[config.mk]
export PLATFORM = sky130hd
export DESIGN_NAME = depth_test_unit_flat
export DESIGN_NICKNAME = d
export VERILOG_FILES = /design/src/rtl/depth_test_unit_pkg.sv /design/src/rtl/depth_test_unit_if.sv /design/src/rtl/depth_test_unit_clear_ctrl.sv /design/src/rtl/depth_test_unit.sv /design/src/flat_wrapper.sv
export SDC_FILE = /design/constraint.sdc
export NUM_CORES = 1
export LEC_CHECK = 0
export CORE_ASPECT_RATIO = 0.9
export CORE_MARGIN = 5
export CORE_UTILIZATION = 55
export DETAILED_ROUTE_END_ITERATION = 12
export PLACE_DENSITY = 0.93
export SLEW_MARGIN = 20
export SYNTH_ARGS = -nofsm -noshare
export SYNTH_HDL_FRONTEND = slang
export SYNTH_SLANG_ARGS = --single-unit
[constraint.sdc]
create_clock -name clk_i -period 12.4 [get_ports clk_i]
set_clock_uncertainty 0.1 [all_clocks]
set_input_delay 3.72 -clock clk_i [delete_from_list [all_inputs] [get_ports clk_i]]
set_output_delay 3.72 -clock clk_i [all_outputs]
set_load 0.02 [all_outputs]
[src/rtl/depth_test_unit_pkg.sv]
// Shared types and the depth comparison for the depth test unit.
// Holds the GL depth-function encoding, the FSM state type and the
// unsigned compare used on every read response.
package depth_pkg;

    // GL depth functions, encoded as on the depth_func_i port.
    typedef enum logic [2:0] {
        DF_NEVER    = 3'd0,
        DF_LESS     = 3'd1,
        DF_LEQUAL   = 3'd2,
        DF_GREATER  = 3'd3,
        DF_GEQUAL   = 3'd4,
        DF_EQUAL    = 3'd5,
        DF_NOTEQUAL = 3'd6,
        DF_ALWAYS   = 3'd7
    } depth_func_t;

    typedef enum logic [2:0] {
        ST_IDLE   = 3'd0,
        ST_RD_REQ = 3'd1,
        ST_RD_RSP = 3'd2,
        ST_WRITE  = 3'd3,
        ST_RESULT = 3'd4,
        ST_CLEAR  = 3'd5
    } dtu_state_t;

    // Compare width; depth words are zero-extended to this, which keeps
    // the compare unsigned for any depth width up to 32 bits.
    localparam int CMP_W = 32;

    // Fragment depth is always the left-hand operand.
    function automatic logic depth_compare(input depth_func_t   func,
                                           input logic [CMP_W-1:0] frag_z,
                                           input logic [CMP_W-1:0] stored_z);
        logic pass;
        case (func)
            DF_NEVER:    pass = 1'b0;
            DF_LESS:     pass = (frag_z <  stored_z);
            DF_LEQUAL:   pass = (frag_z <= stored_z);
            DF_GREATER:  pass = (frag_z >  stored_z);
            DF_GEQUAL:   pass = (frag_z >= stored_z);
            DF_EQUAL:    pass = (frag_z == stored_z);
            DF_NOTEQUAL: pass = (frag_z != stored_z);
            default:     pass = 1'b1;
        endcase
        return pass;
    endfunction

endpackage

[src/rtl/depth_test_unit_if.sv]
// Depth buffer memory port: read request, read response and write
// channels, each a valid/ready handshake. The depth unit is the master.
interface depth_mem_if #(
    parameter int ADDR_SIZE = 32,
    parameter int Z_SIZE    = 16
);
    logic                 rd_req_valid;
    logic                 rd_req_ready;
    logic [ADDR_SIZE-1:0] rd_addr;

    logic                 rd_rsp_valid;
    logic                 rd_rsp_ready;
    logic [Z_SIZE-1:0]    rd_data;

    logic                 wr_valid;
    logic                 wr_ready;
    logic [ADDR_SIZE-1:0] wr_addr;
    logic [Z_SIZE-1:0]    wr_data;

    modport master (
        output rd_req_valid, rd_addr, input  rd_req_ready,
        input  rd_rsp_valid, rd_data, output rd_rsp_ready,
        output wr_valid, wr_addr, wr_data, input wr_ready
    );

    modport slave (
        input  rd_req_valid, rd_addr, output rd_req_ready,
        output rd_rsp_valid, rd_data, input  rd_rsp_ready,
        input  wr_valid, wr_addr, wr_data, output wr_ready
    );
endinterface

[src/rtl/depth_test_unit_clear_ctrl.sv]
// Clear engine index counter and address generator.
// start_i rewinds the index and captures the base address; step_i moves
// to the next pixel after a write handshake. next_addr_o is the address
// of the pixel after the current one, last_o flags the final pixel.
module depth_clear_ctrl #(
    parameter int X_RES     = 640,
    parameter int Y_RES     = 480,
    parameter int ADDR_SIZE = 32
) (
    input  logic                 clk_i,
    input  logic                 rst_ni,
    input  logic                 start_i,
    input  logic                 step_i,
    input  logic [ADDR_SIZE-1:0] base_i,
    output logic [ADDR_SIZE-1:0] next_addr_o,
    output logic                 last_o
);
    localparam int TOTAL = X_RES * Y_RES;
    localparam int IDX_W = (TOTAL > 1) ? $clog2(TOTAL) : 1;

    logic [IDX_W-1:0]     idx_q;
    logic [ADDR_SIZE-1:0] base_q;

    // Pixel index and base address for the clear in progress.
    always_ff @(posedge clk_i) begin
        // NOTE: registered state uses non-blocking assignments so every
        // flop samples pre-edge values regardless of block ordering.
        if (!rst_ni) begin
            idx_q  <= '0;
            base_q <= '0;
        end else if (start_i) begin
            idx_q  <= '0;
            base_q <= base_i;
        end else if (step_i) begin
            idx_q  <= idx_q + 1'b1;
        end
    end

    assign next_addr_o = base_q + ADDR_SIZE'(idx_q) + ADDR_SIZE'(1);
    assign last_o      = (idx_q == IDX_W'(TOTAL - 1));

endmodule

[src/rtl/depth_test_unit.sv]
// Per-fragment depth test with a full-buffer clear engine.
// Accepts one fragment, reads the stored depth, compares under the
// latched depth function, optionally writes the fragment depth back and
// reports pass/fail. Optional macro DEPTH_TEST_STATS_EN adds saturating
// pass/fail result counters.
module depth_test_unit
    import depth_pkg::*;
#(
    parameter int Z_SIZE       = 16,
    parameter int X_RES        = 640,
    parameter int Y_RES        = 480,
    parameter int X_PIXEL_SIZE = $clog2(X_RES),
    parameter int Y_PIXEL_SIZE = $clog2(Y_RES),
    parameter int ADDR_SIZE    = 32
) (
    input  logic                    clk_i,
    input  logic                    rst_ni,

    input  logic                    frag_valid_i,
    output logic                    frag_ready_o,
    input  logic [X_PIXEL_SIZE-1:0] frag_x_i,
    input  logic [Y_PIXEL_SIZE-1:0] frag_y_i,
    input  logic [Z_SIZE-1:0]       frag_z_i,
    input  logic [2:0]              depth_func_i,
    input  logic                    depth_write_en_i,
    input  logic [ADDR_SIZE-1:0]    base_addr_i,

    input  logic                    clear_start_i,
    input  logic [Z_SIZE-1:0]       clear_value_i,
    output logic                    clear_busy_o,
    output logic                    clear_done_o,

    depth_mem_if.master             mem,

    output logic                    res_valid_o,
    input  logic                    res_ready_i,
    output logic                    res_pass_o,
    output logic [X_PIXEL_SIZE-1:0] res_x_o,
    output logic [Y_PIXEL_SIZE-1:0] res_y_o
`ifdef DEPTH_TEST_STATS_EN
    ,
    output logic [31:0]             stat_pass_o,
    output logic [31:0]             stat_fail_o
`endif
);

    dtu_state_t               state_q;
    logic                     idle_q;
    logic [X_PIXEL_SIZE-1:0]  x_q;
    logic [Y_PIXEL_SIZE-1:0]  y_q;
    logic [Z_SIZE-1:0]        z_q;
    depth_func_t              func_q;
    logic                     mask_q;
    logic [ADDR_SIZE-1:0]     addr_q;
    logic                     pass_q;

    logic                     frag_fire;
    logic                     clear_accept;
    logic                     clear_step;
    logic                     clear_last;
    logic [ADDR_SIZE-1:0]     clear_next_addr;
    logic [ADDR_SIZE-1:0]     frag_addr;
    logic                     rsp_pass;

    // Ready comes from a flop; only a same-cycle clear request masks it,
    // so a clear never races a fragment into acceptance.
    assign frag_ready_o = idle_q & ~clear_start_i;
    assign frag_fire    = frag_valid_i & frag_ready_o;
    assign clear_accept = (state_q == ST_IDLE) & clear_start_i;
    assign clear_step   = (state_q == ST_CLEAR) & mem.wr_valid & mem.wr_ready;

    // Word address of the incoming fragment, wrapping in ADDR_SIZE bits.
    assign frag_addr = base_addr_i
                     + ADDR_SIZE'(frag_y_i) * ADDR_SIZE'(X_RES)
                     + ADDR_SIZE'(frag_x_i);

    assign rsp_pass = depth_compare(func_q, CMP_W'(z_q), CMP_W'(mem.rd_data));

    depth_clear_ctrl #(
        .X_RES     (X_RES),
        .Y_RES     (Y_RES),
        .ADDR_SIZE (ADDR_SIZE)
    ) u_clear_ctrl (
        .clk_i       (clk_i),
        .rst_ni      (rst_ni),
        .start_i     (clear_accept),
        .step_i      (clear_step),
        .base_i      (base_addr_i),
        .next_addr_o (clear_next_addr),
        .last_o      (clear_last)
    );

    // Main FSM: fragment read/compare/write/result sequence and the clear
    // loop; all handshake outputs are driven from here as registers.
    always_ff @(posedge clk_i) begin
        if (!rst_ni) begin
            state_q          <= ST_IDLE;
            idle_q           <= 1'b0;
            x_q              <= '0;
            y_q              <= '0;
            z_q              <= '0;
            func_q           <= DF_NEVER;
            mask_q           <= 1'b0;
            addr_q           <= '0;
            pass_q           <= 1'b0;
            mem.rd_req_valid <= 1'b0;
            mem.rd_addr      <= '0;
            mem.rd_rsp_ready <= 1'b0;
            mem.wr_valid     <= 1'b0;
            mem.wr_addr      <= '0;
            mem.wr_data      <= '0;
            res_valid_o      <= 1'b0;
            res_pass_o       <= 1'b0;
            res_x_o          <= '0;
            res_y_o          <= '0;
            clear_busy_o     <= 1'b0;
            clear_done_o     <= 1'b0;
        end else begin
            clear_done_o <= 1'b0;
            case (state_q)
                ST_IDLE: begin
                    idle_q <= 1'b1;
                    if (clear_start_i) begin
                        idle_q       <= 1'b0;
                        mem.wr_valid <= 1'b1;
                        mem.wr_addr  <= base_addr_i;
                        mem.wr_data  <= clear_value_i;
                        clear_busy_o <= 1'b1;
                        state_q      <= ST_CLEAR;
                    end else if (frag_fire) begin
                        idle_q           <= 1'b0;
                        x_q              <= frag_x_i;
                        y_q              <= frag_y_i;
                        z_q              <= frag_z_i;
                        func_q           <= depth_func_t'(depth_func_i);
                        mask_q           <= depth_write_en_i;
                        addr_q           <= frag_addr;
                        mem.rd_req_valid <= 1'b1;
                        mem.rd_addr      <= frag_addr;
                        state_q          <= ST_RD_REQ;
                    end
                end

                ST_RD_REQ: begin
                    if (mem.rd_req_ready) begin
                        mem.rd_req_valid <= 1'b0;
                        mem.rd_rsp_ready <= 1'b1;
                        state_q          <= ST_RD_RSP;
                    end
                end

                ST_RD_RSP: begin
                    if (mem.rd_rsp_valid) begin
                        mem.rd_rsp_ready <= 1'b0;
                        pass_q           <= rsp_pass;
                        if (rsp_pass && mask_q) begin
                            mem.wr_valid <= 1'b1;
                            mem.wr_addr  <= addr_q;
                            mem.wr_data  <= z_q;
                            state_q      <= ST_WRITE;
                        end else begin
                            res_valid_o  <= 1'b1;
                            res_pass_o   <= rsp_pass;
                            res_x_o      <= x_q;
                            res_y_o      <= y_q;
                            state_q      <= ST_RESULT;
                        end
                    end
                end

                ST_WRITE: begin
                    if (mem.wr_ready) begin
                        mem.wr_valid <= 1'b0;
                        res_valid_o  <= 1'b1;
                        res_pass_o   <= pass_q;
                        res_x_o      <= x_q;
                        res_y_o      <= y_q;
                        state_q      <= ST_RESULT;
                    end
                end

                ST_RESULT: begin
                    if (res_ready_i) begin
                        res_valid_o <= 1'b0;
                        idle_q      <= 1'b1;
                        state_q     <= ST_IDLE;
                    end
                end

                ST_CLEAR: begin
                    if (mem.wr_ready) begin
                        if (clear_last) begin
                            mem.wr_valid <= 1'b0;
                            clear_busy_o <= 1'b0;
                            clear_done_o <= 1'b1;
                            idle_q       <= 1'b1;
                            state_q      <= ST_IDLE;
                        end else begin
                            mem.wr_addr  <= clear_next_addr;
                        end
                    end
                end

                default: begin
                    state_q <= ST_IDLE;
                end
            endcase
        end
    end

`ifdef DEPTH_TEST_STATS_EN
    logic res_fire;
    assign res_fire = res_valid_o & res_ready_i;

    // Saturating result counters, restarted by reset or an accepted clear.
    always_ff @(posedge clk_i) begin
        if (!rst_ni || clear_accept) begin
            stat_pass_o <= '0;
            stat_fail_o <= '0;
        end else if (res_fire) begin
            if (res_pass_o) begin
                if (stat_pass_o != '1) stat_pass_o <= stat_pass_o + 32'd1;
            end else begin
                if (stat_fail_o != '1) stat_fail_o <= stat_fail_o + 32'd1;
            end
        end
    end
`endif

endmodule
[src/flat_wrapper.sv]
// flat-port wrapper written by rule: the top's interface ports become plain ports
module depth_test_unit_flat import depth_pkg::*;
#(
    parameter int Z_SIZE       = 16,
    parameter int X_RES        = 640,
    parameter int Y_RES        = 480,
    parameter int X_PIXEL_SIZE = $clog2(X_RES),
    parameter int Y_PIXEL_SIZE = $clog2(Y_RES),
    parameter int ADDR_SIZE    = 32
)
  (clk_i, rst_ni, frag_valid_i, frag_ready_o, frag_x_i, frag_y_i, frag_z_i, depth_func_i, depth_write_en_i, base_addr_i, clear_start_i, clear_value_i, clear_busy_o, clear_done_o, res_valid_o, res_ready_i, res_pass_o, res_x_o, res_y_o, mem_rd_req_valid, mem_rd_addr, mem_rd_req_ready, mem_rd_rsp_valid, mem_rd_data, mem_rd_rsp_ready, mem_wr_valid, mem_wr_addr, mem_wr_data, mem_wr_ready);
  depth_mem_if #(.ADDR_SIZE(ADDR_SIZE), .Z_SIZE(Z_SIZE)) mem_i ();
  input  logic clk_i;
  input  logic rst_ni;
  input  logic frag_valid_i;
  output logic frag_ready_o;
  input  logic [X_PIXEL_SIZE-1:0] frag_x_i;
  input  logic [Y_PIXEL_SIZE-1:0] frag_y_i;
  input  logic [Z_SIZE-1:0] frag_z_i;
  input  logic [2:0] depth_func_i;
  input  logic depth_write_en_i;
  input  logic [ADDR_SIZE-1:0] base_addr_i;
  input  logic clear_start_i;
  input  logic [Z_SIZE-1:0] clear_value_i;
  output logic clear_busy_o;
  output logic clear_done_o;
  output logic res_valid_o;
  input  logic res_ready_i;
  output logic res_pass_o;
  output logic [X_PIXEL_SIZE-1:0] res_x_o;
  output logic [Y_PIXEL_SIZE-1:0] res_y_o;
  output wire logic [$bits(mem_i.rd_req_valid)-1:0] mem_rd_req_valid;
  output wire logic [$bits(mem_i.rd_addr)-1:0] mem_rd_addr;
  input wire logic [$bits(mem_i.rd_req_ready)-1:0] mem_rd_req_ready;
  input wire logic [$bits(mem_i.rd_rsp_valid)-1:0] mem_rd_rsp_valid;
  input wire logic [$bits(mem_i.rd_data)-1:0] mem_rd_data;
  output wire logic [$bits(mem_i.rd_rsp_ready)-1:0] mem_rd_rsp_ready;
  output wire logic [$bits(mem_i.wr_valid)-1:0] mem_wr_valid;
  output wire logic [$bits(mem_i.wr_addr)-1:0] mem_wr_addr;
  output wire logic [$bits(mem_i.wr_data)-1:0] mem_wr_data;
  input wire logic [$bits(mem_i.wr_ready)-1:0] mem_wr_ready;
  assign mem_rd_req_valid = mem_i.rd_req_valid;
  assign mem_rd_addr = mem_i.rd_addr;
  assign mem_i.rd_req_ready = mem_rd_req_ready;
  assign mem_i.rd_rsp_valid = mem_rd_rsp_valid;
  assign mem_i.rd_data = mem_rd_data;
  assign mem_rd_rsp_ready = mem_i.rd_rsp_ready;
  assign mem_wr_valid = mem_i.wr_valid;
  assign mem_wr_addr = mem_i.wr_addr;
  assign mem_wr_data = mem_i.wr_data;
  assign mem_i.wr_ready = mem_wr_ready;
  depth_test_unit #(.Z_SIZE(Z_SIZE), .X_RES(X_RES), .Y_RES(Y_RES), .X_PIXEL_SIZE(X_PIXEL_SIZE), .Y_PIXEL_SIZE(Y_PIXEL_SIZE), .ADDR_SIZE(ADDR_SIZE)) u_core (.clk_i(clk_i), .rst_ni(rst_ni), .frag_valid_i(frag_valid_i), .frag_ready_o(frag_ready_o), .frag_x_i(frag_x_i), .frag_y_i(frag_y_i), .frag_z_i(frag_z_i), .depth_func_i(depth_func_i), .depth_write_en_i(depth_write_en_i), .base_addr_i(base_addr_i), .clear_start_i(clear_start_i), .clear_value_i(clear_value_i), .clear_busy_o(clear_busy_o), .clear_done_o(clear_done_o), .mem(mem_i), .res_valid_o(res_valid_o), .res_ready_i(res_ready_i), .res_pass_o(res_pass_o), .res_x_o(res_x_o), .res_y_o(res_y_o));
endmodule
# Word-level counts from Yosys, hierarchy flattened
# Index checks and enable logic that the tools add are counted.
# totals
regBits	201
output_inout_bits	107
elab_cells	152
# classes
addsub	5
n_mul	1
order_cmp	4
n_eq_ne	27
n_mux	60
bitwise_logic	7
reduce_logical	26
# op_table
operator	count
32-bit 2-to-1 mux	5
32-bit one-hot mux with 3 select lines	1
32-bit by 19-bit adder with 32-bit output	2
16-bit 2-to-1 mux	3
32-bit by 1-bit adder with 32-bit output, second input constant	1
32-bit by 10-bit adder with 32-bit output	1
16-bit one-hot mux with 2 select lines	1
10-bit 2-to-1 mux	3
3-bit 2-to-1 mux	9
9-bit 2-to-1 mux	3
1-bit 2-to-1 mux	24
10-bit one-hot mux with 2 select lines	1
4-bit AND reduction	5
19-bit by 1-bit adder with 19-bit output, second input constant	1
19-bit equality test, second input constant	1
2-bit != test, second input constant	9
3-bit one-hot mux with 6 select lines	1
9-bit one-hot mux with 2 select lines	1
16-bit equality test	1
16-bit greater-or-equal comparator	1
16-bit > comparator	1
16-bit less-or-equal comparator	1
16-bit < comparator	1
16-bit != test	1
other kinds (23)	52

# Depth between registers and ports, before layout
# Gate-level depths: netlist of run 1.
# logic_depth
word_depth	6
ltp_mapped	20
depth_no_buf	20

# Hierarchy
# From an unflattened synthesis of run 1, not the netlist that was laid out.
# hier_totals
hier_cells	1409
area_unflattened_um2	11855.1
# by_module_without_submodules
mod	instances	cells_each	area_each_um2	seq_area_each_um2
depth_test_unit	1	1038	8594.5	3002.9
depth_clear_ctrl	1	371	3260.6	1021.0

# Worst setup path after synthesis of run 1
# OpenSTA, ideal clock, no wires.
# synth_timing
kind	input-to-output
from	input clear_start_i
to	output frag_ready_o
arrival_time_ps	4076
required_ps	8580
setup_slack_ps	4504
cell_stages	1
n_path_buf	0
path_cell_list	nor2b_1
# synth_via
elab_chain_cells	2
# synth_lines
item	line_no	text
start, declared	flat_wrapper.sv:23	input logic clear_start_i;
1-bit NOT (no line)	-	
1-bit bitwise AND	depth_test_unit.sv:67	assign frag_ready_o = idle_q & ~clear_start_i;
end, declared	flat_wrapper.sv:16	output logic frag_ready_o;
# Every way passes these cells.

# Worst setup path in the final report of run 1
# Same ends and word-level chain as after synthesis.

==> results.toml, run 1 <==
[run_status]
status = "finished, final reports clean"

[detailed_routing]
drt-initial-drc-count = 1552
drc_errors = 0
antenna_left = 0
dr.pass1.iters = 8
wl_um = 40200
vias = 12100
drt-wirelength-per-cell_um = 20.8
vias_per_cell = 6.24

[min_path]
hp-class = "flop to flop"

[setup_path]
critical_path_peak_fanout = 6
worstPathRequired_ns = 8.58
critPathCaptureType = "output port"
slowest_stage = "clkdlybuf4s50_1"
cp.arrival_ns = 5.09
cpPeakStageDelay_ns = 0.66
critPathKind = "input port to output port"
path_common_cell = "clkdlybuf4s50_1"
crit_chain = "clkdlybuf4s50_1 -> nor2b_1 -> clkdlybuf4s50_1"
cp-start-kind = "input port"

[placement]
place_hpwl_um = 29200
place.gp.congestion = 1.02
portBuffers = 217
pre_cts_slack_ns = 3.49

[sta]
maxSlewViolCount = 0
tightestPinTransition_ns = 1.14
hold_viol = 0
setup_tns_ns = 0
fmax_mhz = 112
rsz0062_at_grt = "no"
setup_viol = 0
slew_headroom = 0.243
fin_ws_ns = 3.49
period_share = 0.719
min_period_ns = 8.91

[logic_synthesis]
synth_edf_count = 0
yosysMostFrequentCell = "nand2_1"
yosysTopAreaCellShare = 0.340
synth.avg_cell_area_um2 = 8.11
ys_top_cells_by_area = "dfxtp_1 34%, ha_1 9.0%, nand2_1 8.5%"
ys_types = 79
ys_async_sr_fraction = 0
ys_warn_count = 0
synth_area_um2 = 11800
synth_top_area_cell = "dfxtp_1"
ys_seq_elements = 201
synth-main-ff-cell = "dfxtp_1"
yosysSeqAreaShare = 0.340
synth_nets = 1660
synth_common_cells = "268 x nand2_1, 201 x dfxtp_1, 163 x a21oi_1, 85 x ha_1, 80 x nor2_1"
synth_cells = 1458

[pwr]
switching_power_mw = 0.909
pwr-share-seq = 0.347
p_leak_nw = 5.62
swShare = 0.374
combPwrFrac = 0.380
vdd_drop_max_mv = 0.100
power_density_nw_per_um2 = 163
p_int_mw = 1.52
p_clk_frac = 0.272

[global_routing]
grt_pass1_wl_um = 62800
grt_start_max_net_pins = 82
antenna_found_initial = 0
grt.total_usage = 0.319
overflow = 0
grt_pass1_vias = 11700

[final_layout]
drive_gt1_frac = 0.0492
num_antenna_cells = 0
area_delta_synth_final_pct = 25.5
fin_nets = 1833

[job]
maxCapViolCount = 0

[cts]
cts_sinks = 201
clk_pin_slew_ns = 0.06
cts_setup_buffers = 0
clockBufferDepth = 3
postCtsHoldBufs = 0
cts_tree = "yes"
ctsResizeCount = 0
cts_made_buffers = 23
htree_levels = 1
cts-root-buf = "clkbuf_16"
insertion_delay_ns = 0.51

[floorplanning]
start_util = 0.564
die_w_um = 165
die_area_um2 = 24500
io_pins = 218
placementRows = 50
coreArea_um2 = 21000
die_h_um = 149
-- flip-flops by register name, indices dropped and copies added (netlist names) --
| register | count |
|---|---|
| u_core.state_q | 3 |
| u_core.u_clear_ctrl.idx_q | 19 |
| u_core.u_clear_ctrl.base_q | 32 |
| u_core.z_q | 16 |
| u_core.mem.rd_req_valid | 1 |
| u_core.mem.rd_rsp_ready | 1 |
| u_core.clear_done_o | 1 |
| u_core.idle_q | 1 |
| u_core.res_x_o | 10 |
| u_core.x_q | 10 |
| u_core.mask_q | 1 |
| u_core.res_valid_o | 1 |
| u_core.mem.wr_valid | 1 |
| u_core.res_y_o | 9 |
| u_core.mem.wr_data | 16 |
| u_core.pass_q | 1 |
| u_core.y_q | 9 |
| u_core.clear_busy_o | 1 |
| u_core.res_pass_o | 1 |
| u_core.func_q | 3 |
| u_core.addr_q | 32 |
| u_core.mem.wr_addr | 32 |
-- placed cells by master, fill, tap and decap left out, drive strengths merged, types with 29 or more instances in the layout --
cell,instances
nand2,269
o21ai,55
nor2,82
a211oi,57
nor3,31
inv,54
ha,85
a21oi,163
clkbuf,31
clkdlybuf4s50,216
mux2i,46
dfxtp,201
xor2,29
nand3,33
-- layout make-up --
cell class | count | area (µm²)
Multi-Input combinational cell | 1122 | 7270
Fill cell | 1556 | 6120
Sequential cell | 201 | 4020
Timing Repair Buffer | 229 | 2260
Clock buffer | 31 | 656
Tap cell | 286 | 358
Inverter | 54 | 205
Clock inverter | 8 | 73.8
-- path summary, 6_finish.rpt --
kind	startpoint	to	slack, ns	cells after the start
setup / recovery	clear_start_i	frag_ready_o	3.49	3
hold / removal	u_core.x_q[6]	u_core.x_q[6]	0.36	2
setup reg to reg	u_core.z_q[2]	u_core.mem.wr_addr[30]	8.35	10
hold reg to reg	u_core.x_q[6]	u_core.x_q[6]	0.36	2
-- power by group through the flow --
stage	clock network (mW)	logic (mW)	registers [mW]
3_5_place_dp	0	0.902	0.850
4_1_cts	0.666	0.909	0.838
2_1_floorplan	0	0.506	0.896
6_report	0.661	0.922	0.843
5_1_grt	0.695	0.989	0.850
3_3_place_gp	0	0.878	0.845
-- stage by stage --
step	hold slack, ns	std cells	power [mW]	cell area [µm²]	util
floorplan	0.336	1458	1.40	11800	-
global placement	0.343	1892	1.72	14100	0.673
detailed placement	0.350	1892	1.75	14100	0.673
CTS	0.358	1931	2.41	14800	0.708
global route	0.371	1931	2.53	14800	0.708
finish	0.357	1931	2.43	14800	0.708
-- logic make-up after synthesis --
logic type / after synthesis / synth area share
AOI/OAI and AO/OA: 420 / 0.236
xor gates and xnor gates: 57 / 0.0422
adders and majority gates: 91 / 0.100
buffers and inverters: 135 / 0.0463
DFF: 201 / 0.340
muxes: 48 / 0.0408
and+or+nand+nor: 506 / 0.194
-- metal layers --
| metal | share of wire | routed length (µm) | GRT usage | vias to the layer above |
|---|---|---|---|---|
| met5 | 0 | 0 | 0 | - |
| met4 | 0.045 | 1810 | 0.128 | 0 |
| met3 | 0.11 | 4410 | 0.0671 | 130 |
| met2 | 0.44 | 17700 | 0.490 | 725 |
| met1 | 0.41 | 16300 | 0.440 | 5641 |
| li1 | - | - | - | 5562 |
-- worst max-delay path, delay by kind of cell --
family / cells / cell delay, ns
and+or+nand+nor: 1 / 0.23
buffers and inverters: 2 / 1.13
Note: power is estimated with default switching activity, not from simulation.
==> inputs of run 2 (changes only) <==
--- a/config.mk
+++ b/config.mk
@@ -7,9 +7,9 @@
 export LEC_CHECK = 0
 export CORE_ASPECT_RATIO = 0.9
 export CORE_MARGIN = 5
-export CORE_UTILIZATION = 55
+export CORE_UTILIZATION = 48
 export DETAILED_ROUTE_END_ITERATION = 12
-export PLACE_DENSITY = 0.93
+export PLACE_DENSITY = 0.87
 export SLEW_MARGIN = 20
 export SYNTH_ARGS = -nofsm -noshare
 export SYNTH_HDL_FRONTEND = slang
==> constraint.sdc (replaced) <==
create_clock -name clk_i -period 7.8 [get_ports clk_i]
set_clock_uncertainty 0.1 [all_clocks]
set_input_delay 2.34 -clock clk_i [delete_from_list [all_inputs] [get_ports clk_i]]
set_output_delay 2.34 -clock clk_i [all_outputs]
set_load 0.02 [all_outputs]
==> results.toml, run 2 (synthesized netlist as in run 1, its figures left out) <==
[setup_path]
critPathKind = "input port to flop"
critPathCaptureType = "flop"
slowest_stage = "a41oi_1"
cp-start-kind = "input port"
crit_chain = "clkdlybuf4s50_1 -> ha_1 -> ha_1 -> inv_1 -> fa_1 -> inv_1 -> a21oi_1 -> o21ai_0 -> a21oi_1 -> o21bai_1 -> xor2_1 -> ha_1 -> ha_1 -> and3_1 -> and3_1 -> nand3_1 -> a41oi_1 -> nand3_1 -> xor2_1 -> a21oi_1"
worstPathRequired_ns = 8.06
critical_path_peak_fanout = 6
cp.arrival_ns = 6.90
crit_family = "adder cells"
crit_buf_inv = 3
cpPeakStageDelay_ns = 0.56
path_common_cell = "ha_1"

[cts]
cts_setup_buffers = 0
cts-root-buf = "clkbuf_16"
clk_pin_slew_ns = 0.06
htree_levels = 1
cts_sinks = 201
cts_made_buffers = 24
postCtsHoldBufs = 0
clockBufferDepth = 3
ctsResizeCount = 0
insertion_delay_ns = 0.52
cts_tree = "yes"

[pwr]
switching_power_mw = 1.46
p_leak_nw = 5.71
p_clk_frac = 0.304
total_power_mw = 4.02
p_int_mw = 2.57
combPwrFrac = 0.363
vdd_drop_max_mv = 0.146
pwr-share-seq = 0.333
swShare = 0.362
power_density_nw_per_um2 = 268

[detailed_routing]
vias = 11800
drt-initial-drc-count = 1262
dr.pass1.iters = 8
drt-wirelength-per-cell_um = 20.5
antenna_left = 0
drc_errors = 0
wl_um = 40200
vias_per_cell = 6.01

[final_layout]
layout_commonest_cell = "nand2_1"
drive_gt1_frac = 0.0533
reg_top3 = "u_core.addr_q: 32 flops, u_core.mem.wr_addr: 32 flops, u_core.u_clear_ctrl.base_q: 32 flops"
register_area_um2 = 4020
mostFrequentLayoutCells = "268 x nand2_1, 216 x clkdlybuf4s50_1, 201 x dfxtp_1"
multi_input_area_um2 = 7270
area_delta_synth_final_pct = 27.0
fillers = 2020
fin_nets = 1835

[floorplanning]
io_pins = 218
die_h_um = 159
coreArea_um2 = 24300
die_area_um2 = 27900
placementRows = 54
die_w_um = 175
start_util = 0.487

[global_routing]
antenna_found_initial = 1
grt_pass1_wl_um = 62400
grt.total_usage = 0.274
grt_start_max_net_pins = 91
grt_pass1_vias = 11200
overflow = 0

[run_status]
status = "finished, final reports clean"

[min_path]
hp-class = "flop to flop"

[sta]
hold_viol = 0
maxSlewViolCount = 0
fmax_mhz = 151
setup_viol = 0
tightestPinTransition_ns = 1.13
min_period_ns = 6.64
rsz0062_at_grt = "no"
period_share = 0.851
slew_headroom = 0.250
setup_tns_ns = 0

[placement]
place_hpwl_um = 29500
portBuffers = 217
place.gp.congestion = 0.981

[job]
maxCapViolCount = 0
[run 2: changes by cell type in the layout (fill, tap and decap cells not counted), moves of 2 or more]
cell | previous run | this run
clkinvlp_4 | 2 | 0
clkinv_2 | 4 | 8
bufinv_16 | 1 | 4
clkbuf_16 | 23 | 25
[run 2: final timing paths]
check	endpoint	startpoint	cells after the start	slack, ns
max	u_core.addr_q[26]	frag_y_i[1]	20	1.16
min	u_core.x_q[2]	u_core.x_q[2]	2	0.36
max reg2reg	u_core.res_pass_o	u_core.z_q[3]	10	4.03
min reg2reg	u_core.x_q[2]	u_core.x_q[2]	2	0.36
[run 2: cell type report]
class / count / area share
sequential: 201 / 0.268
multi-input combinational: 1122 / 0.484
clock inverter: 11 / 0.0103
tap: 308 / 0.0257
inverter: 54 / 0.0136
timing repair buffer: 230 / 0.151
clock buffer: 33 / 0.0477
antenna: 1 / 0.000167
[run 2: metal layers]
metal  track usage  vias to the layer above  wire [µm]  part of all wire
li1              -                     5570          -                 -
met1         0.394                     5571      17500              0.43
met2         0.420                      546      17600              0.44
met3        0.0478                       87       3710             0.092
met4        0.0850                        0       1380             0.034
met5             0                        -          0                 0
[run 2: worst register-to-register path, stage by stage, from the launching register on]
cell and delay [ns]:
dfxtp_1 0.37, ha_1 0.32, nand4_1 0.20, nor4_4 0.38, mux2i_1 0.59, nor2b_1 0.14, o211a_1 0.18, nor2_2 0.55
o32ai_4 0.18, buf_4 0.29, mux2_1 0.36
[run 2: stage by stage]
stage	setup WS (ns)	area [µm²]	hold slack (ns)	std cells	util
2_1_floorplan	1.78	11800	0.336	1458	-
3_3_place_gp	0.959	14100	0.342	1915	0.583
3_5_place_dp	0.792	14100	0.346	1915	0.583
4_1_cts	1.22	15000	0.356	1959	0.619
5_1_grt	0.882	15000	0.377	1960	0.619
6_report	1.16	15000	0.356	1960	0.619
[run 2: power groups by stage]
stage | logic [mW] | clock network, mW | registers, mW
floorplan | 0.804 | 0 | 1.42
global placement | 1.42 | 0 | 1.35
detailed placement | 1.43 | 0 | 1.35
CTS | 1.45 | 1.24 | 1.33
global route | 1.57 | 1.28 | 1.35
finish | 1.46 | 1.22 | 1.34
==> inputs of run 3 (changes only) <==
--- a/config.mk
+++ b/config.mk
@@ -5,7 +5,6 @@
 export SDC_FILE = /design/constraint.sdc
 export NUM_CORES = 1
 export LEC_CHECK = 0
-export CORE_ASPECT_RATIO = 0.9
 export CORE_MARGIN = 5
 export CORE_UTILIZATION = 48
 export DETAILED_ROUTE_END_ITERATION = 12
==> results.toml, run 3 (synthesized netlist as in run 1, its figures left out) <==
[detailed_routing]
antenna_left = 0
drc_errors = 0
wl_um = 39600
vias_per_cell = 6.01
vias = 11800
dr.pass1.iters = 8
drt-initial-drc-count = 1235
drt-wirelength-per-cell_um = 20.1

[setup_path]
cpPeakStageDelay_ns = 0.57
critical_path_peak_fanout = 6
reg2reg_from = "u_core.z_q[0]"
critPathLaunch = "frag_y_i[1]"
endpoint = "u_core.addr_q[28]"
path_common_cell = "ha_1"
cp.arrival_ns = 6.90
cp-start-kind = "input port"
critPathKind = "input port to flop"
critPathCaptureType = "flop"
reg2regPathDepth = 11
slowest_stage = "a41oi_1"
crit_chain = "clkdlybuf4s50_1 -> ha_1 -> ha_1 -> inv_1 -> fa_1 -> inv_1 -> a21oi_1 -> o21ai_0 -> a21oi_1 -> o21bai_1 -> xor2_1 -> ha_1 -> ha_1 -> and3_1 -> and3_1 -> nand3_1 -> a41oi_1 -> nand3_1 -> xor2_1 -> a21oi_1"
timing.rr.end = "u_core.mem.wr_addr[27]"
worstPathRequired_ns = 8.14
rrSetupSlack_ns = 4.10

[pwr]
vdd_drop_max_mv = 0.148
swShare = 0.358
switching_power_mw = 1.43
power_density_nw_per_um2 = 266
p_leak_nw = 5.66
p_int_mw = 2.55
combPwrFrac = 0.362
p_clk_frac = 0.302
pwr-share-seq = 0.336

[run_status]
status = "finished, final reports clean"

[cts]
insertion_delay_ns = 0.51
cts_sinks = 201
clockBufferDepth = 3
cts_setup_buffers = 0
clk_pin_slew_ns = 0.06
cts-root-buf = "clkbuf_16"
postCtsHoldBufs = 0
htree_levels = 1
cts_tree = "yes"
cts_made_buffers = 23
ctsResizeCount = 0

[global_routing]
grt_start_max_net_pins = 78
grt.total_usage = 0.272
grt_pass1_vias = 11400
grt_pass1_wl_um = 62200
antenna_found_initial = 1
overflow = 0

[floorplanning]
die_area_um2 = 27900
placementRows = 57
io_pins = 218
die_w_um = 167
start_util = 0.486
die_h_um = 167
coreArea_um2 = 24300

[sta]
tightestPinTransition_ns = 1.11
fmax_mhz = 152
setup_tns_ns = 0
hold_viol = 0
min_period_ns = 6.56
rsz0062_at_grt = "no"
setup_viol = 0
maxSlewViolCount = 0
slew_headroom = 0.259
period_share = 0.841

[placement]
place.gp.congestion = 0.968
portBuffers = 217
placed_area_um2 = 14100
place_hpwl_um = 29000

[final_layout]
register_area_um2 = 4020
reg_top3 = "u_core.addr_q: 32 flops, u_core.mem.wr_addr: 32 flops, u_core.u_clear_ctrl.base_q: 32 flops"
mostFrequentLayoutCells = "268 x nand2_1, 216 x clkdlybuf4s50_1, 201 x dfxtp_1"
design_area_um2 = 15000
layout_commonest_cell = "nand2_1"
fillers = 2014
multi_input_area_um2 = 7270
drive_gt1_frac = 0.0487
fin_nets = 1832
area_delta_synth_final_pct = 26.7

[job]
maxCapViolCount = 0

[min_path]
hp-class = "flop to flop"
==> run 3: how the worst min path moves through the flow <==
stage | from | endpoint | slack [ns] | cells after the start
after CTS | u_core.x_q[3] | u_core.x_q[3] | 0.36 | 2
final | u_core.y_q[6] | u_core.y_q[6] | 0.36 | 2
after detailed placement | u_core.x_q[3] | u_core.x_q[3] | 0.35 | 2
after global routing | u_core.x_q[7] | u_core.x_q[7] | 0.38 | 2
after floorplan | u_core.u_clear_ctrl.base_q[0] | u_core.u_clear_ctrl.base_q[0] | 0.34 | 2
after global placement | u_core.u_clear_ctrl.base_q[0] | u_core.u_clear_ctrl.base_q[0] | 0.34 | 2
==> run 3: through the flow <==
step	power, mW	worst slack [ns]	hold slack (ns)	std cells	utilization
6_report	3.98	1.24	0.358	1969	0.616
2_1_floorplan	2.23	1.78	0.336	1458	-
4_1_cts	3.97	1.33	0.358	1968	0.616
5_1_grt	4.17	0.976	0.375	1969	0.616
3_5_place_dp	2.77	0.818	0.349	1929	0.582
3_3_place_gp	2.74	1.01	0.342	1929	0.582
==> run 3: cell type report <==
class,count,share of cell area
antenna,1,0.000167
clock buffer,29,0.0419
clock inverter,10,0.0137
inverter,54,0.0136
multi-input combinational,1122,0.485
sequential,201,0.269
tap,324,0.0271
timing repair buffer,228,0.150
==> run 3: critical path, delay by kind of cell <==
family	cells	cell delay, ns
AO/OA/AOI/OAI	6	1.35
XOR/XNOR	2	0.37
adder cells (fa/ha/maj)	5	1.52
AND/OR/NAND/NOR	4	0.67
buffers and inverters	3	0.62
==> run 3: power groups by stage <==
stage,Sequential [mW],Clock (mW),Combinational (mW)
after floorplan,1.42,0,0.804
after global placement,1.35,0,1.39
after detailed placement,1.35,0,1.42
after CTS,1.33,1.21,1.43
after global routing,1.35,1.26,1.56
final,1.34,1.20,1.44
==> run 3: per-layer routing <==
layer / up-vias / track usage / share of wire / wire, µm
met3: 120 / 0.0607 / 0.10 / 3950
li1: 5580 / - / - / -
met4: 0 / 0.115 / 0.048 / 1890
met2: 640 / 0.431 / 0.45 / 17700
met1: 5490 / 0.358 / 0.41 / 16100
met5: - / 0 / 0 / 0
